`src/rtl/riscv_pkg.sv`:
```
// Shared types and defaults for the data-memory arbiter.
package riscv_pkg;

    localparam int unsigned DMEM_DEPTH = 1024;

    typedef enum logic [1:0] {
        IDLE   = 2'd0,
        ACCESS = 2'd1,
        RESP   = 2'd2
    } dmem_state_e;

    typedef logic req_id_t;

endpackage

```
`src/rtl/rr_arbiter2.sv`:
```
// Two-way round-robin grant: pointer picks the winner only when both requesters are valid.
module rr_arbiter2
    import riscv_pkg::*;
(
    input  logic [1:0] valid_i,
    input  req_id_t    ptr_i,
    output logic [1:0] gnt_o
);

    always_comb begin
        gnt_o    = 2'b00;
        gnt_o[0] = valid_i[0] & (~valid_i[1] | ~ptr_i);
        gnt_o[1] = valid_i[1] & (~valid_i[0] | ptr_i);
    end

endmodule

```
`src/rtl/dmem_arbiter.sv`:
```
// Arbitrates a core LSU and a debug/DMA port onto one single-port data memory.
// Each accepted request takes IDLE -> ACCESS -> RESP, one request per three cycles.
module dmem_arbiter
    import riscv_pkg::*;
#(
    parameter int unsigned  DEPTH = DMEM_DEPTH,
    localparam int unsigned AW    = $clog2(DEPTH)
) (
    input  logic          clk,
    input  logic          resetn,
    input  logic [1:0]    req_valid,
    output logic [1:0]    req_ready,
    input  logic [1:0]    req_we,
    input  logic [63:0]   req_addr,
    input  logic [63:0]   req_wdata,
    output logic [1:0]    rsp_valid,
    output logic [63:0]   rsp_rdata,
    output logic [1:0]    rsp_err,
    output logic          mem_we,
    output logic [AW-1:0] mem_addr,
    output logic [31:0]   mem_wdata,
    input  logic [31:0]   mem_rdata
);

    dmem_state_e      state_q, state_d;
    req_id_t          ptr_q, ptr_d;
    req_id_t          id_q, id_d;
    logic             we_q, we_d;
    logic             err_q, err_d;
    logic [AW-1:0]    addr_q, addr_d;
    logic [31:0]      wdata_q, wdata_d;
    logic [1:0]       rsp_valid_q, rsp_valid_d;
    logic [1:0]       rsp_err_q, rsp_err_d;
    logic [1:0][31:0] rdata_q, rdata_d;

    logic [1:0]  gnt;
    req_id_t     win;
    logic [31:0] sel_addr;
    logic [31:0] sel_wdata;
    logic        sel_we;
    logic        sel_legal;
    logic        hs;

    rr_arbiter2 u_rr (
        .valid_i (req_valid),
        .ptr_i   (ptr_q),
        .gnt_o   (gnt)
    );

    always_comb begin
        win       = gnt[1];
        sel_addr  = win ? req_addr[63:32]  : req_addr[31:0];
        sel_wdata = win ? req_wdata[63:32] : req_wdata[31:0];
        sel_we    = win ? req_we[1]        : req_we[0];
        // Word aligned and inside the DEPTH-word window.
        sel_legal = (sel_addr[1:0] == 2'b00) && ((sel_addr >> (AW + 2)) == 32'd0);
        // Ready is also held low while reset is asserted.
        req_ready = (state_q == IDLE && resetn) ? gnt : 2'b00;
        hs        = |(req_valid & req_ready);
    end

    always_comb begin
        state_d     = state_q;
        ptr_d       = ptr_q;
        id_d        = id_q;
        we_d        = we_q;
        err_d       = err_q;
        addr_d      = addr_q;
        wdata_d     = wdata_q;
        rdata_d     = rdata_q;
        rsp_valid_d = 2'b00;
        rsp_err_d   = 2'b00;
        unique case (state_q)
            IDLE: begin
                if (hs) begin
                    id_d    = win;
                    we_d    = sel_we;
                    err_d   = ~sel_legal;
                    addr_d  = sel_addr[AW+1:2];
                    wdata_d = sel_wdata;
                    ptr_d   = ~win;
                    state_d = ACCESS;
                end
            end
            ACCESS: begin
                rsp_valid_d[id_q] = 1'b1;
                rsp_err_d[id_q]   = err_q;
                rdata_d[id_q]     = (!we_q && !err_q) ? mem_rdata : 32'd0;
                state_d           = RESP;
            end
            RESP: begin
                state_d = IDLE;
            end
            default: begin
                state_d = IDLE;
            end
        endcase
    end

    always_ff @(posedge clk or negedge resetn) begin
        if (!resetn) begin
            state_q     <= IDLE;
            ptr_q       <= 1'b0;
            id_q        <= 1'b0;
            we_q        <= 1'b0;
            err_q       <= 1'b0;
            addr_q      <= '0;
            wdata_q     <= 32'd0;
            rsp_valid_q <= 2'b00;
            rsp_err_q   <= 2'b00;
            rdata_q     <= '0;
        end else begin
            state_q     <= state_d;
            ptr_q       <= ptr_d;
            id_q        <= id_d;
            we_q        <= we_d;
            err_q       <= err_d;
            addr_q      <= addr_d;
            wdata_q     <= wdata_d;
            rsp_valid_q <= rsp_valid_d;
            rsp_err_q   <= rsp_err_d;
            rdata_q     <= rdata_d;
        end
    end

    // Write strobe derives from state so reset kills it without waiting for an edge.
    assign mem_we    = (state_q == ACCESS) && we_q && !err_q;
    assign mem_addr  = addr_q;
    assign mem_wdata = wdata_q;
    assign rsp_valid = rsp_valid_q;
    assign rsp_err   = rsp_err_q;
    assign rsp_rdata = {rdata_q[1], rdata_q[0]};

endmodule
```
`config.mk`:
```
export PLATFORM = sky130hd
export DESIGN_NAME = dmem_arbiter
export DESIGN_NICKNAME = d
export VERILOG_FILES = /design/src/rtl/riscv_pkg.sv /design/src/rtl/rr_arbiter2.sv /design/src/rtl/dmem_arbiter.sv
export SDC_FILE = /design/constraint.sdc
export NUM_CORES = 1
export LEC_CHECK = 0
export CORE_ASPECT_RATIO = 0.5
export CORE_UTILIZATION = 41
export DETAILED_ROUTE_END_ITERATION = 8
export HOLD_SLACK_MARGIN = 0.03
export PLACE_DENSITY = 0.84
export SETUP_SLACK_MARGIN = 0.5
export SKIP_LAST_GASP = 1
export SLEW_MARGIN = 0
export SYNTH_ARGS = -nofsm -noshare
export SYNTH_HDL_FRONTEND = slang
export SYNTH_SLANG_ARGS = --single-unit
```
`constraint.sdc`:
```
create_clock -name clk -period 5.6 [get_ports clk]
set_input_delay 1.68 -clock clk [delete_from_list [all_inputs] [get_ports clk]]
set_output_delay 1.68 -clock clk [all_outputs]
set_load 0.05 [all_outputs]
```
==> results.json, run 1 <==
{
  "status": "completed",
  "worst_pin_slew_ns": 1.12,
  "post-route-drc-count": 0,
  "die-height_um": 78.0,
  "drtIter0Drc": 282,
  "fp.coreArea_sq_mm": 0.0111,
  "cts_buffers": 17,
  "slowest_delay_ns": 0.76,
  "final_cell_mix": "275 x clkdlybuf4s50_1, 120 x nand2_1, 116 x dfrtp_1",
  "final_util_pct": 74.4,
  "fp.dieW_um": 154,
  "multi_input_area_sq_mm": 0.00166,
  "grt_pass1_wl_um": 24100,
  "grt_max_degree": 75,
  "nFillCells": 774,
  "reg2reg_slack_ns": 3.59,
  "insertion_delay_ns": 0.40,
  "cts.path.max_buffers": 2,
  "rr_worst_depth": 4,
  "synth_cell_type_count": 27,
  "overflow": 0,
  "end_kind": "primary output",
  "ctsResizeCount": 0,
  "htreeDepth": 4,
  "dieArea_sq_mm": 0.0120,
  "final.period_utilization_pct": 88.6,
  "cellPowerDensity_mw_per_mm2": 573,
  "hp-start": "rsp_rdata[9]",
  "timing.slew.headroom_pct": 25.1,
  "crit_family": "buffers and inverters",
  "min_path_cells": 2,
  "maxCapViolations": 0,
  "diodes": 0,
  "grt_usage_pct": 26.5,
  "setup_viol": 0,
  "grt_pass1_vias": 4656,
  "drive_gt1_share_pct": 5.96,
  "avgSynthCellArea_sq_um": 10.4,
  "wirelength_um": 15400,
  "antenna_found_initial": 0,
  "cp_data_required_time_ns": 3.92,
  "path_buf_inv": 2,
  "crit_fanout": 26,
  "startpoint": "req_valid[1]",
  "maxSlewViolCount": 0,
  "top_level_ports": 279,
  "syn_inst": 454,
  "setup_slack_ns": 0.638,
  "first_pass_iters": 4,
  "num_rows": 27,
  "max_clock_freq_ghz": 0.202,
  "tns_ns": 0,
  "routedWlPerCell_um": 17.4,
  "worstPathCellList": "clkdlybuf4s50_1 > and3_1 > buf_12",
  "path_clk_slew_ns": 0.05,
  "final_nets": 891,
  "drt-vias-per-instance": 5.02,
  "synth-seq-cells": 116,
  "synthesis.area_sq_mm": 0.00473,
  "crit_cells": 3,
  "cts_tree": "done",
  "p_leak_uw": 0.00358,
  "vias": 4435,
  "postRouteAntennaNets": 0,
  "final_common_cell": "clkdlybuf4s50_1",
  "io_buffer_count": 278,
  "gp_congestion": 0.875,
  "cp-start-kind": "input port",
  "synth-seq-area-share_pct": 61.3,
  "clock-sinks": 116,
  "hold_path_class": "register to register",
  "regArea_sq_mm": 0.00290,
  "regToRegStartpoint": "state_q[0]",
  "yosysWarnings": 0,
  "grt_setup_unrepaired": "no",
  "crit_end": "req_ready[1]",
  "r2r_end": "mem_addr[7]",
  "syn_nets": 620,
  "ir_drop_v": 0.000263,
  "hold_buffers": 0,
  "fin_skew_ns": 0.00679,
  "slowest_stage": "and3_1",
  "finalHoldViolations": 0,
  "syn_to_final_growth_pct": 74.7,
  "dpl_worst_slack_ns": 0.630,
  "cts_setup_buffers": 0,
  "cp.arrival_ns": 3.28,
  "hpwl_um": 11000,
  "path_class": "input port to primary output",
  "initial_core_util_pct": 42.6,
  "period_minus_slack_ns": 4.96,
  "cts_root_buf": "clkbuf_16"
}
-- worst min-delay path by stage --
| stage | endpoint |
|---|---|
| floorplan | we_q |
| global placement | rsp_rdata[47] |
| detailed placement | rsp_rdata[25] |
| CTS | rsp_rdata[9] |
| global route | mem_wdata[4] |
| finish | rsp_rdata[9] |
-- cell type report --
| type | count | area share [%] |
|---|---|---|
| repair buffers | 283 | 34.3 |
| clock buffers | 23 | 5.90 |
| clock inverters | 9 | 2.09 |
| flip-flops and latches | 116 | 35.1 |
| multi-input cells | 302 | 20.1 |
| well taps | 145 | 2.19 |
| inverters | 5 | 0.227 |
-- cell families after synthesis --
group,count (synthesis),share of synthesized area [%]
and+or+nand+nor,170,16.0
DFF,116,61.3
AOI/OAI and AO/OA,113,14.7
buffers and inverters,36,3.89
muxes,19,4.02
-- cells in the mapped netlist --
master / instances / area (sq um)
nand2_1: 122 / 458
dfrtp_1: 116 / 2900
o21ai_0: 83 / 415
a221o_1: 24 / 240
mux2i_1: 19 / 190
and2_0: 18 / 113
buf_2: 15 / 75.1
clkbuf_1: 11 / 41.3
nor4_1: 10 / 62.6
and2_1: 6 / 37.5
inv_1: 5 / 18.8
nor2_1: 5 / 18.8
buf_6: 3 / 33.8
and3_1: 2 / 12.5
buf_4: 2 / 15.0
nand4_1: 2 / 12.5
a21oi_1: 1 / 5.00
a21oi_2: 1 / 8.76
a31oi_1: 1 / 6.26
and2b_1: 1 / 7.51
nand2b_1: 1 / 6.26
nor3_1: 1 / 5.00
nor3b_1: 1 / 7.51
nor3b_4: 1 / 18.8
o21ai_1: 1 / 5.00
o21bai_1: 1 / 7.51
o31ai_1: 1 / 7.51
-- flip-flops by register name (all words and copies together) (netlist names) --
name and flops:
id_q 1, state_q 2, mem_addr 10, ptr_q 1, err_q 1, we_q 1, rsp_valid 2, mem_wdata 32
rsp_rdata 64, rsp_err 2
-- per-stage QoR --
| stage | power [uW] | cells | hold WS (ns) | cell area [sq um] |
|---|---|---|---|---|
| final | 4740 | 883 | 0.479 | 8270 |
| after global routing | 4930 | 883 | 0.501 | 8270 |
| after CTS | 4770 | 883 | 0.481 | 8270 |
| after detailed placement | 3540 | 851 | 0.469 | 7600 |
| after global placement | 3500 | 851 | 0.460 | 7600 |
| after floorplan | 2670 | 454 | 0.464 | 4730 |
-- metal layers --
metal / track usage (%) / wire length [um] / vias up
li1: - / - / 2103
met1: 30.9 / 6350 / 2134
met2: 45.3 / 7740 / 143
met3: 7.15 / 663 / 55
met4: 13.7 / 633 / 0
met5: 0 / 0 / -
-- power by group --
part | internal (uW) | switching [uW] | total [uW]
clock | 835 | 369 | 1200
sequential | 1140 | 178 | 1320
combinational | 740 | 1480 | 2220
-- worst min-delay path, cell delays in order (launching register included) --
cell	delay, ns
dfrtp_1	0.34
nand2_1	0.05
o21ai_0	0.06
Power figures use the tool's default switching activity.
==> run 2: changes to the inputs <==
Settings changed: CTS_CLUSTER_DIAMETER set to 80, MAX_ROUTING_LAYER set to met4.
==> run 2 against run 1 <==
  * Worst hold slack worse by 0.0017 ns
  * Wire length grew 0.32%
  * Global-route usage is 0.86 points higher
  * Sequential share of layout area is the same
  * Count of clock-buffer cells in the layout unchanged
  * Highest routed layer unchanged
==> results.json, run 2 (synthesis results as in run 1) <==
{
  "rr_worst_depth": 4,
  "nFillCells": 774,
  "regToRegStartpoint": "state_q[0]",
  "cts.path.max_buffers": 2,
  "final_cell_mix": "275 x clkdlybuf4s50_1, 120 x nand2_1, 116 x dfrtp_1",
  "switching_share_pct": 42.7,
  "intPower_uw": 2720,
  "crit_cells": 3,
  "combPwrFrac_pct": 46.7,
  "path_buf_inv": 2,
  "grtUsageMet2_pct": 45.4,
  "p_leak_uw": 0.00358,
  "wirelength_um": 15400,
  "routedWlPerCell_um": 17.5,
  "cts_root_buf": "clkbuf_16",
  "final_common_cell": "clkdlybuf4s50_1",
  "fp.dieW_um": 154,
  "end_kind": "primary output",
  "io_buffer_count": 278,
  "grtUsageMet1_pct": 31.2,
  "largest_reg_flops": 64,
  "vias": 4435,
  "cp-start-kind": "input port",
  "slowest_delay_ns": 0.77,
  "maxCapViolations": 0,
  "drive_gt1_share_pct": 5.96,
  "tns_ns": 0,
  "drtIter0Drc": 281,
  "post-route-drc-count": 0,
  "period_minus_slack_ns": 4.97,
  "finalHoldViolations": 0,
  "crit_fanout": 26,
  "startpoint": "req_valid[1]",
  "initial_core_util_pct": 42.6,
  "maxSlewViolCount": 0,
  "grt_usage_pct": 27.3,
  "cts_setup_buffers": 0,
  "hold_path_class": "register to register",
  "top_level_ports": 279,
  "status": "completed",
  "grt_pass1_vias": 4634,
  "cp.arrival_ns": 3.29,
  "overflow": 0,
  "fp.coreArea_sq_mm": 0.0111,
  "cts_tree": "done",
  "reg2reg_slack_ns": 3.58,
  "drt-vias-per-instance": 5.02,
  "p_seq_share_pct": 27.8,
  "hpwl_um": 11000,
  "grt_setup_unrepaired": "no",
  "postRouteAntennaNets": 0,
  "timing.slew.headroom_pct": 24.7,
  "slowest_stage": "and3_1",
  "p_switching_uw": 2030,
  "path_class": "input port to primary output",
  "syn_to_final_growth_pct": 74.7,
  "antenna_found_initial": 0,
  "final.period_utilization_pct": 88.7,
  "worst_pin_slew_ns": 1.13,
  "cts_buffers": 17,
  "ctsResizeCount": 0,
  "diodes": 0,
  "insertion_delay_ns": 0.41,
  "crit_family": "buffers and inverters",
  "path_clk_slew_ns": 0.05,
  "cp_data_required_time_ns": 3.92,
  "dieArea_sq_mm": 0.0120,
  "ir_drop_v": 0.000263,
  "cellPowerDensity_mw_per_mm2": 574,
  "worstPathCellList": "clkdlybuf4s50_1 > and3_1 > buf_12",
  "grt_pass1_wl_um": 24200,
  "grt.busiest_layer": "met2",
  "crit_end": "req_ready[1]",
  "num_rows": 27,
  "clock-sinks": 116,
  "grt_max_degree": 75,
  "die-height_um": 78.0,
  "p_total_uw": 4740,
  "final_nets": 891,
  "fin_skew_ns": 0.00708,
  "setup_viol": 0,
  "power_frac_clock_pct": 25.4,
  "r2r_end": "mem_addr[7]",
  "max_clock_freq_ghz": 0.201,
  "first_pass_iters": 4,
  "htreeDepth": 4,
  "hold_buffers": 0,
  "gp_congestion": 0.890,
  "grt_util_met3_pct": 7.09
}
## run 2: area by class of cell
type	instances	area, sq um	share of cell area (%)
Sequential cell	116	2900	35.1
Timing Repair Buffer	283	2840	34.3
Multi-Input combinational cell	302	1660	20.1
Clock buffer	23	488	5.90
Tap cell	145	181	2.19
Clock inverter	9	173	2.09
Inverter	5	18.8	0.227
## run 2: worst min path at each step
stage                          endpoint  slack [ns]  cells after the start     startpoint
after floorplan                    we_q        0.46                      2           we_q
after global placement    rsp_rdata[47]        0.46                      2  rsp_rdata[47]
after detailed placement  rsp_rdata[25]        0.47                      2  rsp_rdata[25]
after CTS                  rsp_rdata[9]        0.48                      2   rsp_rdata[9]
after global routing       mem_wdata[4]        0.50                      2   mem_wdata[4]
final                      mem_wdata[6]        0.48                      2   mem_wdata[6]
## run 2: routing by layer
layer,routed length (um),vias up
met5,0,-
met3,679,56
met2,7780,141
met4,578,0
met1,6400,2137
li1,-,2101
## run 2: power groups by stage
stage | Clock [uW] | Combinational [uW] | Sequential, uW
5_1_grt | 1260 | 2310 | 1350
6_report | 1210 | 2220 | 1320
3_5_place_dp | 0 | 2220 | 1320
4_1_cts | 1220 | 2230 | 1320
2_1_floorplan | 0 | 329 | 2340
3_3_place_gp | 0 | 2190 | 1310
## run 2: through the flow
step | std cells | hold WS [ns] | util (%) | worst slack (ns) | cell area, sq um
3_3_place_gp | 851 | 0.460 | 68.4 | 0.672 | 7600
6_report | 883 | 0.477 | 74.4 | 0.633 | 8270
3_5_place_dp | 851 | 0.469 | 68.4 | 0.630 | 7600
5_1_grt | 883 | 0.501 | 74.4 | 0.532 | 8270
2_1_floorplan | 454 | 0.464 | - | 1.43 | 4730
4_1_cts | 883 | 0.481 | 74.4 | 0.630 | 8270
## run 2: worst reg2reg max path, cell delays in order, from the launching register on
cell,delay [ns]
dfrtp_1,0.41
nor3b_4,0.34
and3_1,0.78
and2_0,0.27
a221o_1,0.16
